**src/rtl/alu_operand_sequencer.sv**
```systemverilog
// alu_operand_sequencer
//   Front end for the mini ALU. It conditions two raw active-low push-buttons
//   and lets the user load op1, op2 and the mode bits one "next" press at a
//   time from a 4-bit switch bank. A "clear" press wipes the entry.
//
// Ports
//   clk          system clock, rising edge
//   rst          asynchronous active-high reset
//   sw[3:0]      raw switch value, sampled only when a next press is taken
//   key_next_n   raw "next" button, active-low, asynchronous to clk
//   key_clear_n  raw "clear" button, active-low, asynchronous to clk
//   op1[3:0]     registered first operand
//   op2[3:0]     registered second operand
//   operation    registered operation select (1 = shift, 0 = add/sub)
//   sign         registered sign/direction select
//   valid        high while all three fields are loaded (HOLD)
//   stage[1:0]   current entry state, for LEDs

// alu_operand_btn_cond
//   One button conditioner: synchroniser chain, debounce counter, and a
//   one-cycle registered pulse on each accepted press (debounced 1 -> 0).
//
// Ports
//   clk, rst     as above
//   key_n        raw active-low button
//   press        one-cycle pulse, the cycle after the debounced level falls
module alu_operand_btn_cond #(
    parameter int DEBOUNCE_CYCLES = 250000,
    parameter int SYNC_STAGES     = 2
) (
    input  logic clk,
    input  logic rst,
    input  logic key_n,
    output logic press
);

    localparam int CNT_W = (DEBOUNCE_CYCLES > 1) ? $clog2(DEBOUNCE_CYCLES) : 1;
    localparam logic [CNT_W-1:0] CNT_LAST = CNT_W'(DEBOUNCE_CYCLES - 1);

    logic [SYNC_STAGES-1:0] sync;
    logic                   synced;
    logic                   level;
    logic                   level_dly;
    logic [CNT_W-1:0]       cnt;

    assign synced = sync[SYNC_STAGES-1];

    // Released (high) is the reset level everywhere, so coming out of reset
    // never looks like a press.
    always_ff @(posedge clk or posedge rst) begin
        if (rst) begin
            sync      <= '1;
            level     <= 1'b1;
            level_dly <= 1'b1;
            cnt       <= '0;
            press     <= 1'b0;
        end else begin
            sync      <= {sync[SYNC_STAGES-2:0], key_n};
            level_dly <= level;
            press     <= level_dly & ~level;

            if (synced == level) begin
                cnt <= '0;
            end else if (cnt == CNT_LAST) begin
                level <= synced;
                cnt   <= '0;
            end else begin
                cnt <= cnt + 1'b1;
            end
        end
    end

endmodule

// Entry FSM
//   state     | meaning
//   LOAD_OP1  | waiting for next press to capture op1 from sw
//   LOAD_OP2  | waiting for next press to capture op2 from sw
//   LOAD_MODE | waiting for next press to capture operation=sw[1], sign=sw[0]
//   HOLD      | all fields loaded, valid high; next press restarts entry
module alu_operand_sequencer #(
    parameter int DEBOUNCE_CYCLES = 250000,
    parameter int SYNC_STAGES     = 2
) (
    input  logic       clk,
    input  logic       rst,
    input  logic [3:0] sw,
    input  logic       key_next_n,
    input  logic       key_clear_n,
    output logic [3:0] op1,
    output logic [3:0] op2,
    output logic       operation,
    output logic       sign,
    output logic       valid,
    output logic [1:0] stage
);

    typedef enum logic [1:0] {
        LOAD_OP1  = 2'd0,
        LOAD_OP2  = 2'd1,
        LOAD_MODE = 2'd2,
        HOLD      = 2'd3
    } state_t;

    state_t     state;
    state_t     state_n;
    logic [3:0] op1_n;
    logic [3:0] op2_n;
    logic       operation_n;
    logic       sign_n;
    logic       next_ev;
    logic       clear_ev;

    alu_operand_btn_cond #(
        .DEBOUNCE_CYCLES (DEBOUNCE_CYCLES),
        .SYNC_STAGES     (SYNC_STAGES)
    ) u_btn_next (
        .clk   (clk),
        .rst   (rst),
        .key_n (key_next_n),
        .press (next_ev)
    );

    alu_operand_btn_cond #(
        .DEBOUNCE_CYCLES (DEBOUNCE_CYCLES),
        .SYNC_STAGES     (SYNC_STAGES)
    ) u_btn_clear (
        .clk   (clk),
        .rst   (rst),
        .key_n (key_clear_n),
        .press (clear_ev)
    );

    always_ff @(posedge clk or posedge rst) begin
        if (rst) begin
            state     <= LOAD_OP1;
            op1       <= '0;
            op2       <= '0;
            operation <= 1'b0;
            sign      <= 1'b0;
            valid     <= 1'b0;
        end else begin
            state     <= state_n;
            op1       <= op1_n;
            op2       <= op2_n;
            operation <= operation_n;
            sign      <= sign_n;
            valid     <= (state_n == HOLD);
        end
    end

    // Clear takes priority; a next press in the same cycle is dropped.
    always_comb begin
        state_n     = state;
        op1_n       = op1;
        op2_n       = op2;
        operation_n = operation;
        sign_n      = sign;

        if (clear_ev) begin
            state_n     = LOAD_OP1;
            op1_n       = '0;
            op2_n       = '0;
            operation_n = 1'b0;
            sign_n      = 1'b0;
        end else if (next_ev) begin
            case (state)
                LOAD_OP1: begin
                    op1_n   = sw;
                    state_n = LOAD_OP2;
                end
                LOAD_OP2: begin
                    op2_n   = sw;
                    state_n = LOAD_MODE;
                end
                LOAD_MODE: begin
                    operation_n = sw[1];
                    sign_n      = sw[0];
                    state_n     = HOLD;
                end
                default: begin
                    state_n = LOAD_OP1;
                end
            endcase
        end
    end

    assign stage = state;

endmodule

```
**config.mk**
```make
export PLATFORM = sky130hd
export DESIGN_NAME = alu_operand_sequencer
export DESIGN_NICKNAME = d
export VERILOG_FILES = /design/src/rtl/alu_operand_sequencer.sv
export SDC_FILE = /design/constraint.sdc
export NUM_CORES = 1
export LEC_CHECK = 0
export ABC_CLOCK_PERIOD_IN_PS = 1900
export CAP_MARGIN = 10
export CORE_MARGIN = 2
export CORE_UTILIZATION = 45
export DETAILED_ROUTE_END_ITERATION = 16
export PLACE_DENSITY = 0.71
export SETUP_SLACK_MARGIN = 0.02
export SYNTH_ARGS = -nofsm -noshare
export SYNTH_HDL_FRONTEND = slang
export SYNTH_SLANG_ARGS = --single-unit
```
**constraint.sdc**
```tcl
create_clock -name clk -period 1.9 [get_ports clk]
set_input_delay 0.19 -clock clk [delete_from_list [all_inputs] [get_ports clk]]
set_output_delay 0.19 -clock clk [all_outputs]
set_load 0.02 [all_outputs]
```
# --- After elaboration in Yosys (flattened, before gate mapping) ---
# Index checks and enable logic that the tools add are counted.
totals:
  reg_bits: 59
  latchBits: 0
  mem_bits_rw: 0
  mem_bits_ro: 0
  input_bits: 8
  out_inout_bits: 13
  mem_count: 0
classes:
  n_addsub: 2
  multipliers: 0
  div_mod_pow: 0
  n_lt_le_gt_ge: 0
  eq_ne: 7
  n_shift: 0
  n_mux: 19
  bitwise: 6
  n_reduce_logical: 10
ops:
  columns: ["cell", "count"]
  rows:
  - ["18-bit two-way mux", 4]
  - ["18-bit by 1-bit adder with 18-bit output, second input constant", 2]
  - ["18-bit equality test, second input constant", 2]
  - ["4-bit two-way mux", 6]
  - ["2-bit AND reduction", 5]
  - ["2-bit nonzero test", 4]
  - ["1-bit two-way mux", 6]
  - ["2-bit one-hot mux with 3 select lines", 1]
  - ["2-bit equality test, second input constant", 2]
  - ["2-bit two-way mux", 2]
  - ["1-bit NOT", 4]
  - ["1-bit AND", 2]
  - ["1-bit equality test", 2]
  - ["2-bit by 1-bit equality test with 1-bit output, second input constant", 1]
  - ["2-bit logical NOT", 1]

# --- Logic depth before layout (Yosys ltp) ---
depth:
  word_depth: 5
  mapped_depth: 6

# --- Hierarchy ---
# Synthesis repeated with hierarchy kept, for this count alone.
unflattened:
  hier_cells: 275
  hier_area_um2: 2895.3
by_module_without_submodules:
  columns: ["mod", "n_inst", "cells_per_inst", "area_per_inst_um2"]
  rows:
  - ["alu_operand_btn_cond", 2, 107, 1117.3]
  - ["alu_operand_sequencer", 1, 61, 660.6]

# --- Worst setup path before layout ---
# Ideal clock, no wire load.
synth_timing:
  path_type: "reg-to-reg"
  from: "register u_btn_next.cnt[5]"
  to: "register u_btn_next.cnt[10]"
  setup_ns: 0.121
  arrival_time_ns: 1.559
  t_required_ns: 1.779
  slack_ns: 0.220
  path_stages_with_launch: 7
  path_buffers: 2
  synth_period_minus_slack_ns: 1.680
  cell_sequence: "dfrtp_1 -> clkbuf_1 -> nor4b_1 -> nand4_1 -> o21ai_1 -> buf_2 -> nor2_1"
synth_between:
  elab_chain_cells: 3
  word_cells_on_any_way: 4
  cone_classes: "add/sub: 1; eq/ne: 1; mux: 2"
synth_rtl:
  columns: ["element", "line", "rtl"]
  rows:
  - ["start: declaration", "44", "logic [CNT_W-1:0] cnt;"]
  - ["start signal: assignment", "68", "cnt <= cnt + 1'b1;"]
  - ["18-bit by 1-bit adder with 18-bit output or 18-bit equality test (tied branches)", "68, 64", null]
  - ["18-bit two-way mux (*)", "64", "end else if (cnt == CNT_LAST) begin"]
  - ["18-bit two-way mux (*)", "62", "if (synced == level) begin"]
# Every way passes the cells marked *; elsewhere a longest branch is shown, timed or not.
# A chain may end at the register's enable or synchronous reset.

# --- Worst setup path in the final report ---
layout_timing:
  from: "register u_btn_clear.cnt[2]"
  to: "register u_btn_clear.cnt[15]"
layout_between:
  elab_chain_cells: 3
  word_cells_on_any_way: 4
  cone_classes: "add/sub: 1; eq/ne: 1; mux: 2"
layout_rtl:
  columns: ["element", "line"]
  rows:
  - ["start: declaration", "44"]
  - ["start signal: assignment", "68"]
  - ["18-bit by 1-bit adder with 18-bit output or 18-bit equality test (tied branches)", "68, 64"]
  - ["18-bit two-way mux (*)", "64"]
  - ["18-bit two-way mux (*)", "62"]
# Marked as above.

==> impl_metrics.env <==
export IMPL_critPathRequiredTime_ns=2.16
export IMPL_placement_setup_worst_slack_ns=0.140
export IMPL_synth_edf_count=0
export IMPL_groute_usage_overall_pct=17.1
export IMPL_synthesis_area_per_instance_um2=10.1
export IMPL_avgRoutedWirePerCell_um=13.0
export IMPL_clk_pin_slew_worst_paths_ns=0.07
export IMPL_ir_worst_vdd_mv=0.646
export IMPL_detail_route_wirelength_um=4920
export IMPL_synth_yosys_warnings=0
export IMPL_critical_path_peak_fanout=6
export IMPL_cp_cell_sequence="nand4_1, or4_4, or3_1, a21oi_1"
export IMPL_rows=28
export IMPL_timing_worst_slew_pin_value_ns=0.456
export IMPL_cts_tree="yes"
export IMPL_setup_viol=0
export IMPL_syn_inst=267
export IMPL_layout_min_cycle_time_ns=1.78
export IMPL_insertion_delay_ns=0.34
export IMPL_grt_max_degree=60
export IMPL_grt_ovfl_total=0
export IMPL_avgViaCountPerCell=5.19
export IMPL_numPortBuffers=20
export IMPL_grt_antenna_before_repair=0
export IMPL_drtIter0Drc=107
export IMPL_via_count_of_the_first_global_routing_pass=1944
export IMPL_cts_max_level=3
export IMPL_drt_pre_antenna_iters=4
export IMPL_timing_critical_path_from="u_btn_clear.cnt[2]"
export IMPL_yosys_top_cells_count="sky130_fd_sc_hd__dfrtp_1, sky130_fd_sc_hd__nor2_1, sky130_fd_sc_hd__xnor2_1, sky130_fd_sc_hd__nand2_1, sky130_fd_sc_hd__nand3_1"
export IMPL_dp_hpwl_um=3320
export IMPL_antenna_cells=0
export IMPL_cap_violations=0
export IMPL_root_buffer="sky130_fd_sc_hd__clkbuf_8"
export IMPL_netlist_top_cells_area="sky130_fd_sc_hd__dfrtp_1, sky130_fd_sc_hd__dfstp_2, sky130_fd_sc_hd__xnor2_1"
export IMPL_mappedNetlistNets=280
export IMPL_worst_path_largest_cell_delay_ns=0.57
export IMPL_core_area_um2=5850
export IMPL_nNetsFinal=311
export IMPL_min_delay_path_class="input port to async pin"
export IMPL_syn2layout_area_growth_pct=21.0
export IMPL_fp_dieArea_um2=6610
export IMPL_largest_area_contributor_in_the_synthesized_netlist="sky130_fd_sc_hd__dfrtp_1"
export IMPL_status="complete, no violations"
export IMPL_crit_reg2reg_launch="u_btn_clear.cnt[2]"
export IMPL_vertical_die_dimension_um=81.3
export IMPL_relative_max_transition_margin_pct=69.4
export IMPL_synth_ff_type="sky130_fd_sc_hd__dfrtp_1"
export IMPL_final_setup_skew_ns=0.00587
export IMPL_cts_buffers=9
export IMPL_yosysTopAreaCellShare_pct=47.5
export IMPL_worstPathArrival_ns=2.04
export IMPL_ctsLongestPathBuffers=2
export IMPL_static_leakage_power_nw=1.31
export IMPL_clock_sinks=59
export IMPL_post_synth_top_count_cell="sky130_fd_sc_hd__dfrtp_1"
export IMPL_slew_violations=0
export IMPL_postLayoutCellArea_um2=3250
export IMPL_timing_final_crit_share_pct=93.8
export IMPL_postSynthRegisterBits=59
export IMPL_layout_cells_non_filler=378
export IMPL_synth_sequential_area_ratio_pct=55.3
export IMPL_synthDistinctLibCells=31
export IMPL_max_freq_mhz=561
export IMPL_dieWidth_um=81.3
export IMPL_startpoint_class="flop"
export IMPL_timing_setup_critical_path_class="flop to flop"
export IMPL_cts_hold_buf=0
export IMPL_drc=0
export IMPL_crit_path_top_delay_cell="sky130_fd_sc_hd__or4_4"
export IMPL_reg2reg_slack_ns=0.12
export IMPL_power_per_cell_area_nw_per_um2=816
export IMPL_finalWorstSetupSlack_ns=0.118
export IMPL_floorplan_initialDensity_pct=45.9
export IMPL_number_of_i_o_pins=21
export IMPL_n_fill_cell=488
export IMPL_cell_count_after_placement=361
export IMPL_hold_viol_final=0
export IMPL_worst_setup_path_end_kind="flop"
export IMPL_number_of_vias_after_detailed_routing=1962
export IMPL_synth_cell_area_um2=2690
export IMPL_number_of_nets_with_antenna_violations_after_detailed_routing=0
export IMPL_asr_flop_ratio_synth_pct=100
export IMPL_gp_congestion=0.901
export IMPL_grt_pass1_wl_um=8510
export IMPL_drive_above_1_share_pct=13.2
export IMPL_placed_cell_area_um2=3010
[final timing paths]
check | to | cells after the start
hold reg to reg | u_btn_next.sync[1] | 0
setup reg to reg | u_btn_clear.cnt[15] | 4
hold / removal | u_btn_next.cnt[16] | 3
min in group clk | u_btn_clear.sync[0] | 1
setup / recovery | u_btn_clear.cnt[15] | 4
max in group asynchronous | u_btn_next.sync[0] | 3
[layout by cell type (no fill, tap or decap), types with 4 or more instances in the layout]
cell type | synthesis | final
sky130_fd_sc_hd__nand2_1 | 21 | 21
sky130_fd_sc_hd__xnor2_1 | 22 | 22
sky130_fd_sc_hd__nor3_1 | 6 | 6
sky130_fd_sc_hd__ha_1 | 5 | 5
sky130_fd_sc_hd__nand3_1 | 21 | 21
sky130_fd_sc_hd__nand4_1 | 10 | 10
sky130_fd_sc_hd__xor2_1 | 8 | 8
sky130_fd_sc_hd__clkdlybuf4s50_1 | 0 | 20
sky130_fd_sc_hd__nor4_1 | 11 | 10
sky130_fd_sc_hd__nor2_1 | 42 | 42
sky130_fd_sc_hd__buf_4 | 0 | 6
sky130_fd_sc_hd__clkbuf_8 | 0 | 11
sky130_fd_sc_hd__a21oi_1 | 14 | 14
sky130_fd_sc_hd__o21ai_0 | 4 | 4
sky130_fd_sc_hd__dfrtp_1 | 51 | 51
sky130_fd_sc_hd__inv_1 | 13 | 12
sky130_fd_sc_hd__dfstp_2 | 8 | 8
[repair_timing]
| item | 4_1_cts | 5_1_grt |
|---|---|---|
| buffers inserted | 0 | 1 |
| setup endpoints to repair | 0 | 2 |
| resized for setup | 0 | 1 |
[critical path, delay by kind of cell (launching register included)]
kind | cells | cell delay, ns
AO/OA/AOI/OAI | 1 | 0.15
AND/OR/NAND/NOR | 3 | 1.13
flip-flops | 1 | 0.43
[through the flow]
| stage | total power [W] | hold slack, ns | setup TNS [ns] | utilization, % |
|---|---|---|---|---|
| 6_report | 0.00265 | 0.226 | 0 | 55.6 |
| 5_1_grt | 0.00276 | 0.252 | -0.00551 | 55.6 |
| 4_1_cts | 0.00269 | 0.232 | 0 | 55.3 |
| 3_5_place_dp | 0.00140 | 0.347 | 0 | 51.5 |
| 3_3_place_gp | 0.00139 | 0.347 | 0 | 51.5 |
| 2_1_floorplan | 0.00135 | 0.194 | 0 | - |
[cell families (layout without fill, tap and decap cells)]
| logic type | after synthesis | in the layout | share of synthesized area (%) |
|---|---|---|---|
| AO/OA/AOI/OAI | 22 | 22 | 4.61 |
| XOR/XNOR | 30 | 30 | 9.78 |
| adder cells (fa/ha/maj) | 5 | 5 | 2.33 |
| buffers and inverters | 20 | 56 | 2.84 |
| flip-flops | 59 | 59 | 55.3 |
| multiplexers | 3 | 3 | 1.21 |
| AND/OR/NAND/NOR | 128 | 128 | 23.9 |
[cell type report]
type | count | area [µm²] | area share (%)
Clock buffer | 11 | 151 | 4.66
Sequential cell | 59 | 1490 | 45.7
Clock inverter | 5 | 75.1 | 2.31
Inverter | 13 | 48.8 | 1.50
Tap cell | 75 | 93.8 | 2.89
Multi-Input combinational cell | 188 | 1130 | 34.8
Timing Repair Buffer | 27 | 265 | 8.16
[registers in the layout, indices dropped and copies added, names as in the netlist, 2 cells and up]
signal            count
u_btn_clear.cnt      18
u_btn_next.cnt       18
op1                   4
op2                   4
stage                 2
u_btn_clear.sync      2
u_btn_next.sync       2
[where the power goes]
group,switching (W),internal (W),leakage (nW)
combinational,0.0000504,0.0000340,0.457
clock,0.000479,0.000802,0.119
sequential,0.0000121,0.00127,0.739
total,0.000542,0.00211,1.31
[routing by layer]
metal  track usage, %  up-vias  wire [µm]
met5                0        -          0
met4             9.15        0         85
met3             4.89       10        244
met2             27.1       42       2360
met1             21.2      929       2230
li1                 -      981          -
Power figures use the tool's default switching activity.
